--- src/rtl/mem_arbiter_pkg.sv ---
`default_nettype none
// ============================================================================
// Module   : mem_arbiter_pkg
// Purpose  : Shared state encodings, grantee codes and default widths for
//            the memory arbiter.
// Revision : 1.0
// ============================================================================
package mem_arbiter_pkg;

    typedef enum logic [1:0] {
        ARB_IDLE    = 2'd0,
        ARB_SETUP   = 2'd1,
        ARB_STROBE  = 2'd2,
        ARB_CAPTURE = 2'd3
    } arb_state_t;

    typedef enum logic {
        GNT_FETCH = 1'b0,
        GNT_DATA  = 1'b1
    } grantee_t;

    localparam int c_addr_width   = 8;
    localparam int c_data_width   = 8;
    localparam int c_starve_limit = 4;
    // Wide enough for any limit in 1..15.
    localparam int c_starve_cnt_w = 4;

endpackage
`default_nettype wire

--- src/rtl/mem_arbiter_starve_counter.sv ---
`default_nettype none
// ============================================================================
// Module   : mem_arbiter_starve_counter
// Purpose  : Counts data grants taken while fetch waits; raises force_fetch
//            once the count reaches STARVE_LIMIT.
// Revision : 1.0
// ============================================================================
module mem_arbiter_starve_counter
    import mem_arbiter_pkg::*;
#(
    parameter int STARVE_LIMIT = c_starve_limit
) (
    input  logic clock,
    input  logic reset_n,
    input  logic arb_idle,
    input  logic fetch_req,
    input  logic data_grant,
    input  logic fetch_grant,
    output logic force_fetch
);

    localparam logic [c_starve_cnt_w-1:0] c_limit = STARVE_LIMIT[c_starve_cnt_w-1:0];

    logic [c_starve_cnt_w-1:0] r_count;

    // Only evaluated in IDLE: that is where grants happen and fetch_req is sampled.
    always_ff @(posedge clock or negedge reset_n) begin
        if (!reset_n) begin
            r_count <= '0;
        end else if (arb_idle) begin
            if (fetch_grant || !fetch_req) begin
                r_count <= '0;
            end else if (data_grant && (r_count != c_limit)) begin
                r_count <= r_count + 1'b1;
            end
        end
    end

    assign force_fetch = (r_count == c_limit);

endmodule
`default_nettype wire

--- src/rtl/mem_arbiter.sv ---
`default_nettype none
// ============================================================================
// Module   : mem_arbiter
// Purpose  : Serialises fetch and load/store accesses onto one memory port,
//            generating the mem_clock strobe; data has priority.
// Revision : 1.0
// ============================================================================
module mem_arbiter
    import mem_arbiter_pkg::*;
#(
    parameter int ADDR_WIDTH   = c_addr_width,
    parameter int DATA_WIDTH   = c_data_width,
    parameter int STARVE_LIMIT = c_starve_limit
) (
    input  logic                  clock,
    input  logic                  reset_n,
    input  logic                  fetch_req,
    input  logic [ADDR_WIDTH-1:0] fetch_addr,
    output logic                  fetch_ack,
    output logic [DATA_WIDTH-1:0] fetch_data,
    input  logic                  data_req,
    input  logic                  data_we,
    input  logic [ADDR_WIDTH-1:0] data_addr,
    input  logic [DATA_WIDTH-1:0] data_wdata,
    output logic                  data_ack,
    output logic [DATA_WIDTH-1:0] data_rdata,
    output logic [ADDR_WIDTH-1:0] address,
    output logic [DATA_WIDTH-1:0] to_mem,
    input  logic [DATA_WIDTH-1:0] from_mem,
    output logic                  mem_clock,
    output logic                  mem_write,
    output logic                  busy
);

    arb_state_t r_state;
    arb_state_t w_state_next;
    grantee_t   r_grantee;

    logic w_idle;
    logic w_force_fetch;
    logic w_fetch_wins;
    logic w_grant_fetch;
    logic w_grant_data;

    assign w_idle        = (r_state == ARB_IDLE);
    assign w_fetch_wins  = fetch_req && (!data_req || w_force_fetch);
    assign w_grant_fetch = w_idle && w_fetch_wins;
    assign w_grant_data  = w_idle && data_req && !w_fetch_wins;

    mem_arbiter_starve_counter #(
        .STARVE_LIMIT (STARVE_LIMIT)
    ) u_starve (
        .clock       (clock),
        .reset_n     (reset_n),
        .arb_idle    (w_idle),
        .fetch_req   (fetch_req),
        .data_grant  (w_grant_data),
        .fetch_grant (w_grant_fetch),
        .force_fetch (w_force_fetch)
    );

    always_ff @(posedge clock or negedge reset_n) begin
        if (!reset_n) begin
            r_state <= ARB_IDLE;
        end else begin
            r_state <= w_state_next;
        end
    end

    always_comb begin
        w_state_next = r_state;
        case (r_state)
            ARB_IDLE:    if (fetch_req || data_req) w_state_next = ARB_SETUP;
            ARB_SETUP:   w_state_next = ARB_STROBE;
            ARB_STROBE:  w_state_next = ARB_CAPTURE;
            ARB_CAPTURE: w_state_next = ARB_IDLE;
            default:     w_state_next = ARB_IDLE;
        endcase
    end

    // Outputs are registered off the current state so each appears one cycle
    // after the transition that calls for it.
    always_ff @(posedge clock or negedge reset_n) begin
        if (!reset_n) begin
            address    <= '0;
            to_mem     <= '0;
            mem_clock  <= 1'b0;
            mem_write  <= 1'b0;
            fetch_ack  <= 1'b0;
            data_ack   <= 1'b0;
            fetch_data <= '0;
            data_rdata <= '0;
            busy       <= 1'b0;
            r_grantee  <= GNT_FETCH;
        end else begin
            fetch_ack <= 1'b0;
            data_ack  <= 1'b0;
            busy      <= (w_state_next != ARB_IDLE);
            case (r_state)
                ARB_IDLE: begin
                    if (w_grant_data) begin
                        address   <= data_addr;
                        to_mem    <= data_wdata;
                        mem_write <= data_we;
                        r_grantee <= GNT_DATA;
                    end else if (w_grant_fetch) begin
                        address   <= fetch_addr;
                        mem_write <= 1'b0;
                        r_grantee <= GNT_FETCH;
                    end
                end
                ARB_SETUP: begin
                    mem_clock <= 1'b1;
                end
                ARB_STROBE: begin
                    mem_clock <= 1'b0;
                    mem_write <= 1'b0;
                    if (r_grantee == GNT_FETCH) begin
                        fetch_data <= from_mem;
                        fetch_ack  <= 1'b1;
                    end else begin
                        data_ack <= 1'b1;
                        if (!mem_write) data_rdata <= from_mem;
                    end
                end
                default: begin
                end
            endcase
        end
    end

endmodule
`default_nettype wire

--- config.mk ---
export PLATFORM = sky130hd
export DESIGN_NAME = mem_arbiter
export DESIGN_NICKNAME = d
export VERILOG_FILES = /design/src/rtl/mem_arbiter_pkg.sv /design/src/rtl/mem_arbiter_starve_counter.sv /design/src/rtl/mem_arbiter.sv
export SDC_FILE = /design/constraint.sdc
export NUM_CORES = 1
export LEC_CHECK = 0
export CORE_UTILIZATION = 47
export CTS_CLUSTER_DIAMETER = 60
export DETAILED_ROUTE_END_ITERATION = 7
export PLACE_DENSITY = 0.82
export SYNTH_ARGS = -nofsm -noshare
export SYNTH_HDL_FRONTEND = slang
export SYNTH_SLANG_ARGS = --single-unit
export TNS_END_PERCENT = 50
--- constraint.sdc ---
create_clock -name clock -period 5.5 [get_ports clock]
set_input_delay 1.65 -clock clock [delete_from_list [all_inputs] [get_ports clock]]
set_output_delay 1.65 -clock clock [all_outputs]
set_load 0.02 [all_outputs]
; ---- Word-level counts from Yosys, hierarchy flattened
; Index checks and enable logic that the tools add are counted.
[op_classes]
addsub = 1
bitwise_logic = 2
n_eq_ne = 6
mux = 15
reduce_logical = 23
[op_table]
columns = operator, count
row1 = 8-bit 2-to-1 mux, 2
row2 = 2-bit AND reduction, 5
row3 = 2-bit nonzero test, 5
row4 = 4-bit 2-to-1 mux, 2
row5 = 2-bit one-hot mux with 4 select lines, 1
row6 = 1-bit 2-to-1 mux, 7
row7 = 1-bit logical AND, 5
row8 = 4-bit by 1-bit adder with 4-bit output (second input constant), 1
row9 = 2-bit equality test (second input constant), 2
row10 = 4-bit by 3-bit equality test with 1-bit output (second input constant), 1
row11 = 4-bit by 3-bit != test with 1-bit output (second input constant), 1
row12 = 1-bit one-hot mux with 2 select lines, 2
row13 = 1-bit logical NOT, 3
row14 = 1-bit logical OR, 3
row15 = 3-bit by 1-bit != test with 1-bit output (second input constant), 1
row16 = 3-bit AND reduction, 1
row17 = 2-bit by 1-bit equality test with 1-bit output (second input constant), 1
row18 = 2-bit logical NOT, 1
row19 = 2-bit 2-to-1 mux, 1
row20 = 1-bit NOT, 2
[totals]
inputBits = 37
word_cells = 59
reg_bits = 44
out_inout_bits = 37

; ---- Depth between registers and ports, before layout
[logic_depth]
depth_word = 8
mapped_depth = 8
depth_no_buf = 5

; ---- Hierarchy
; A second synthesis with hierarchy kept.
[unflattened]
hier_cells = 148
hier_area_um2 = 1963.1
[by_module_without_submodules]
columns = module, instances, area_per_inst_um2, seq_area_each_um2, cells_per_inst
row1 = mem_arbiter, 1, 1682.9, 1001.0, 119
row2 = mem_arbiter_starve_counter, 1, 280.3, 100.1, 29

; ---- Worst setup path after synthesis
; OpenSTA, ideal clock, no wires.
[synth_timing]
path_kind = input port to flip-flop
start = in fetch_req
end = reg to_mem[6]
arrival_ns = 2.660
path_buffers = 3
setup_ns = 0.125
path_slack_ns = 2.715
cell_stages = 6
required_time_ns = 5.375
cell_sequence = buf_4 nand4b_4 and2_4 buf_6 buf_8 mux2_4
[synth_between]
elab_chain_len = 4
[synth_rtl]
columns = element, line_no
row1 = from (decl), mem_arbiter.sv:17  ; input logic fetch_req,
row2 = 1-bit logical AND, mem_arbiter.sv:46  ; assign w_fetch_wins = fetch_req && (!data_req || w_force_fetch);
row3 = 1-bit logical NOT, mem_arbiter.sv:48  ; assign w_grant_data = w_idle && data_req && !w_fetch_wins;
row4 = 1-bit logical AND, mem_arbiter.sv:48
row5 = 2-bit AND reduction (no source line), --
row6 = to (signal assigned), mem_arbiter.sv:103  ; to_mem <= data_wdata;
row7 = to (decl), mem_arbiter.sv:28  ; output logic [DATA_WIDTH-1:0] to_mem,
; No other way between the ends.
; A chain may end at the register's enable or synchronous reset.

; ---- Final worst setup path
[layout_timing]
start = in fetch_req
end = reg mem_write
[layout_between]
elab_chain_len = 5
elab_cells_between_ends = 8
cone_classes = 1 x eq/ne / 2 x mux / 5 x reduce/logical
[layout_rtl]
columns = element, line_no
row1 = 1-bit logical AND *, mem_arbiter.sv:46
row2 = 1-bit logical NOT, mem_arbiter.sv:48
row3 = 1-bit logical AND, mem_arbiter.sv:48
row4 = 1-bit 2-to-1 mux / 3-bit by 1-bit != test with 1-bit output (equally long branches), --
row5 = 1-bit one-hot mux with 2 select lines / 2-bit AND reduction (equally long branches), --
row6 = to (signal assigned), mem_arbiter.sv:104  ; mem_write <= data_we;
row7 = to (decl), mem_arbiter.sv:31  ; output logic mem_write,
; Every way passes the cells marked *; elsewhere a longest branch is shown, timed or not.

==> key figures <==
Outcome
  – Status: finished clean

Timing
  – F_max: 0.3279 GHz
  – Worst slew margin: 37.85%
  – Fin crit share: 55.44%
  – Setup ws final: 2.451 ns
  – Final hold vios: 0
  – Tmin final: 3.049 ns
  – Actual slew at the worst max-slew pin: 0.9323 ns
  – Max-slew violations: 0
  – Final setup violation count: 0
  – Fin Setup TNS: 0 ns
  – Unrepaired setup endpoints after global routing: no
  – Clock Skews: 0.009216 ns

Detailed routing
  – First-pass DRT Iterations: 4
  – DR WL/cell: 15.57 um
  – 1st-iter DRT viols: 52
  – DR vias/cell: 5.208
  – WL final: 4266 um
  – Post-route ant nets: 0
  – Residual DRC: 0
  – Vias: 1427

Finish
  – Share of layout cells above drive strength 1: 20.54%
  – Finished Core Util: 69.97%
  – Register area: 0.001101 mm2
  – Area of the multi-input gates: 758.2 um2
  – NumNets Final: 265
  – Area growth syn-to-layout: 42.32%
  – ANT cells: 0
  – Fillers: 282

GRT
  – Largest net degree at the start of global routing: 45
  – Vias in the first global route: 1456
  – Overall Global Routing Usage: 21.21%
  – Initial antenna violation count: 0
  – Gr ovfl total: 0
  – First-pass GRT wire length: 6824 um

Yosys
  – Yosys top cell area share: 55.59%
  – Mapped Nets: 192
  – Top post-synthesis cells by area: dfrtp_1, mux2_2, o311ai_2
  – Cell variety after synth: 32
  – Mean post-synth cell area: 13.20 um2
  – Sequential-to-total area share from yosys stat: 55.59%
  – Yosys synthesis warning count: 0
  – Top cell type by total area after synthesis: dfrtp_1
  – Syn Inst Count: 150
  – FF+latch count, synth: 44
  – Cell Area, Synth: 0.001981 mm2

Floorplan
  – Die W: 66.92 um
  – Initial Utilization: 49.16%
  – Full die area: 0.004478 mm2
  – Num ports: 74
  – Row count: 23
  – Die H: 66.92 um
  – Core footprint: 0.004029 mm2

Clock network
  – H-tree depth: 2
  – CTS Buffer Depth: 2
  – Worst-path clk slew: 0.08 ns
  – Clk_lat worst skew: 0.30 ns
  – CTS buffer count: 5
  – CTS Hold Bufs: 0
  – # Post-CTS Setup Buffers: 0
  – CTS tree: yes
  – CTS Root Cell: clkbuf_8
  – Clock sink total: 44
  – Cts repair resizes: 0

Pwr
  – Pwr per Cell Area: 608.9 mW/mm2
  – Max IR drop VDD: 0.3012 mV
  – Leakage: 0.001211 uW

Setup path
  – Critical path type: in2reg
  – Crit. End Element: flip-flop
  – Critical Path AT: 3.27 ns
  – Crit Path Max Fanout: 19
  – Crit path required time: 5.72 ns
  – CP Launch Type: input pin

Place
  – Worst slack, placed: 2.133 ns
  – Dpl hpwl: 3205 um
  – RD Place Congestion: 0.8132
  – Port bufs: 73

Hold path
  – Worst hold path type: reg2reg

Job
  – # Max-Cap Violations: 0
## worst paths after layout
path / start / to / slack, ns / cells past startpoint
setup reg to reg: r_state[0] / fetch_data[6] / 3.56 / 4
max in group asynchronous: reset_n / fetch_data[6] / 3.43 / 1
min in group asynchronous: reset_n / fetch_ack / 1.48 / 1
hold / removal: fetch_data[5] / fetch_data[5] / 0.51 / 1
setup / recovery: fetch_req / mem_write / 2.45 / 4
hold reg to reg: fetch_data[5] / fetch_data[5] / 0.51 / 1
## Yosys cell counts
| cell | count |
|---|---|
| nor3_1 | 1 |
| buf_6 | 2 |
| a41oi_1 | 1 |
| o311ai_2 | 8 |
| mux2_2 | 23 |
| nand4b_4 | 1 |
| buf_8 | 1 |
| a21oi_1 | 2 |
| ha_1 | 5 |
| o22ai_1 | 2 |
| a32oi_1 | 1 |
| nand4_1 | 1 |
| clkbuf_1 | 1 |
| nand3_1 | 11 |
| and2_4 | 2 |
| buf_4 | 2 |
| o2bb2ai_1 | 1 |
| mux2i_1 | 3 |
| o21ai_2 | 1 |
| nor2_1 | 1 |
| dfrtp_1 | 44 |
| nand4b_1 | 1 |
| a21o_1 | 1 |
| nand2_1 | 10 |
| inv_1 | 16 |
| and2_1 | 1 |
| nor2b_1 | 2 |
| or2_2 | 1 |
| nand2b_1 | 1 |
| buf_2 | 1 |
| or2b_1 | 1 |
| mux2_4 | 1 |
## final cells by class
cell class                 count  area share (%)
clock buffer                   5           2.441
timing repair buffer          73           25.74
sequential                    44           39.06
clock inverter                 3           1.509
tap                           50           2.219
multi-input combinational     83           26.90
inverter                      16           2.130
## stage by stage
stage                     cells  hold slack, ns  power [uW]  area, um2
after floorplan             150          0.4645        1119       1981
after global placement      266          0.4877        1448       2708
after detailed placement    266          0.4947        1488       2708
after CTS                   274          0.5136        1736       2819
after global routing        274          0.5297        1827       2819
final                       274          0.5069        1716       2819
## routing by layer
layer / share of wire, % / GRT usage (%)
met2: 51 / 35.61
met1: 41 / 25.03
met3: 6.8 / 7.534
met5: 0 / 0
met4: 1.2 / 6.915
## worst max-delay path, stage by stage
cell and delay (ns):
clkdlybuf4s50_1 0.56, o21ai_2 0.74, nand3_1 0.15, a21oi_1 0.16
## power breakdown
group | internal [uW] | switching (uW) | leakage (uW)
combinational | 466 | 432 | 0.000632
sequential | 486 | 88.7 | 0.000526
clock | 134 | 109 | 0.0000541
## cell usage in the layout, fill, tap and decap left out
cell type	synthesis	final
o2bb2ai_1	1	1
a21o_1	1	1
or2b_1	1	1
clkinv_2	0	1
o311ai_2	8	8
nand4b_4	1	1
nand4b_1	1	1
clkbuf_8	0	5
bufinv_16	0	1
and2_1	1	1
nor2b_1	2	2
nand3_1	11	11
nor3_1	1	1
a21oi_1	2	2
clkinvlp_4	0	1
o21ai_2	1	1
o22ai_1	2	2
nor2_1	1	1
and2_4	2	2
mux2_2	23	23
buf_2	1	1
a32oi_1	1	1
mux2i_1	3	3
a41oi_1	1	1
mux2_4	1	1
nand2_1	10	10
ha_1	5	5
or2_2	1	1
clkdlybuf4s50_1	0	72
inv_1	16	16
nand2b_1	1	1
nand4_1	1	1
dfrtp_1	44	44
## state kept, by name, indices dropped and copies added (netlist names)
register,flops
address,8
busy,1
data_ack,1
data_rdata,8
fetch_ack,1
fetch_data,8
mem_clock,1
mem_write,1
r_grantee,1
r_state,2
to_mem,8
u_starve.r_count,4
## cells by family (layout without fill, tap and decap cells)
family	Yosys count	count (layout)	synth area share (%)
buf+inv	23	97	6.127
flops	44	44	55.59
simple gates	34	34	9.918
mux	27	27	15.35
fa+ha+maj	5	5	3.159
compound gates	17	17	9.855
No activity file was read; power rests on OpenSTA's default activity.
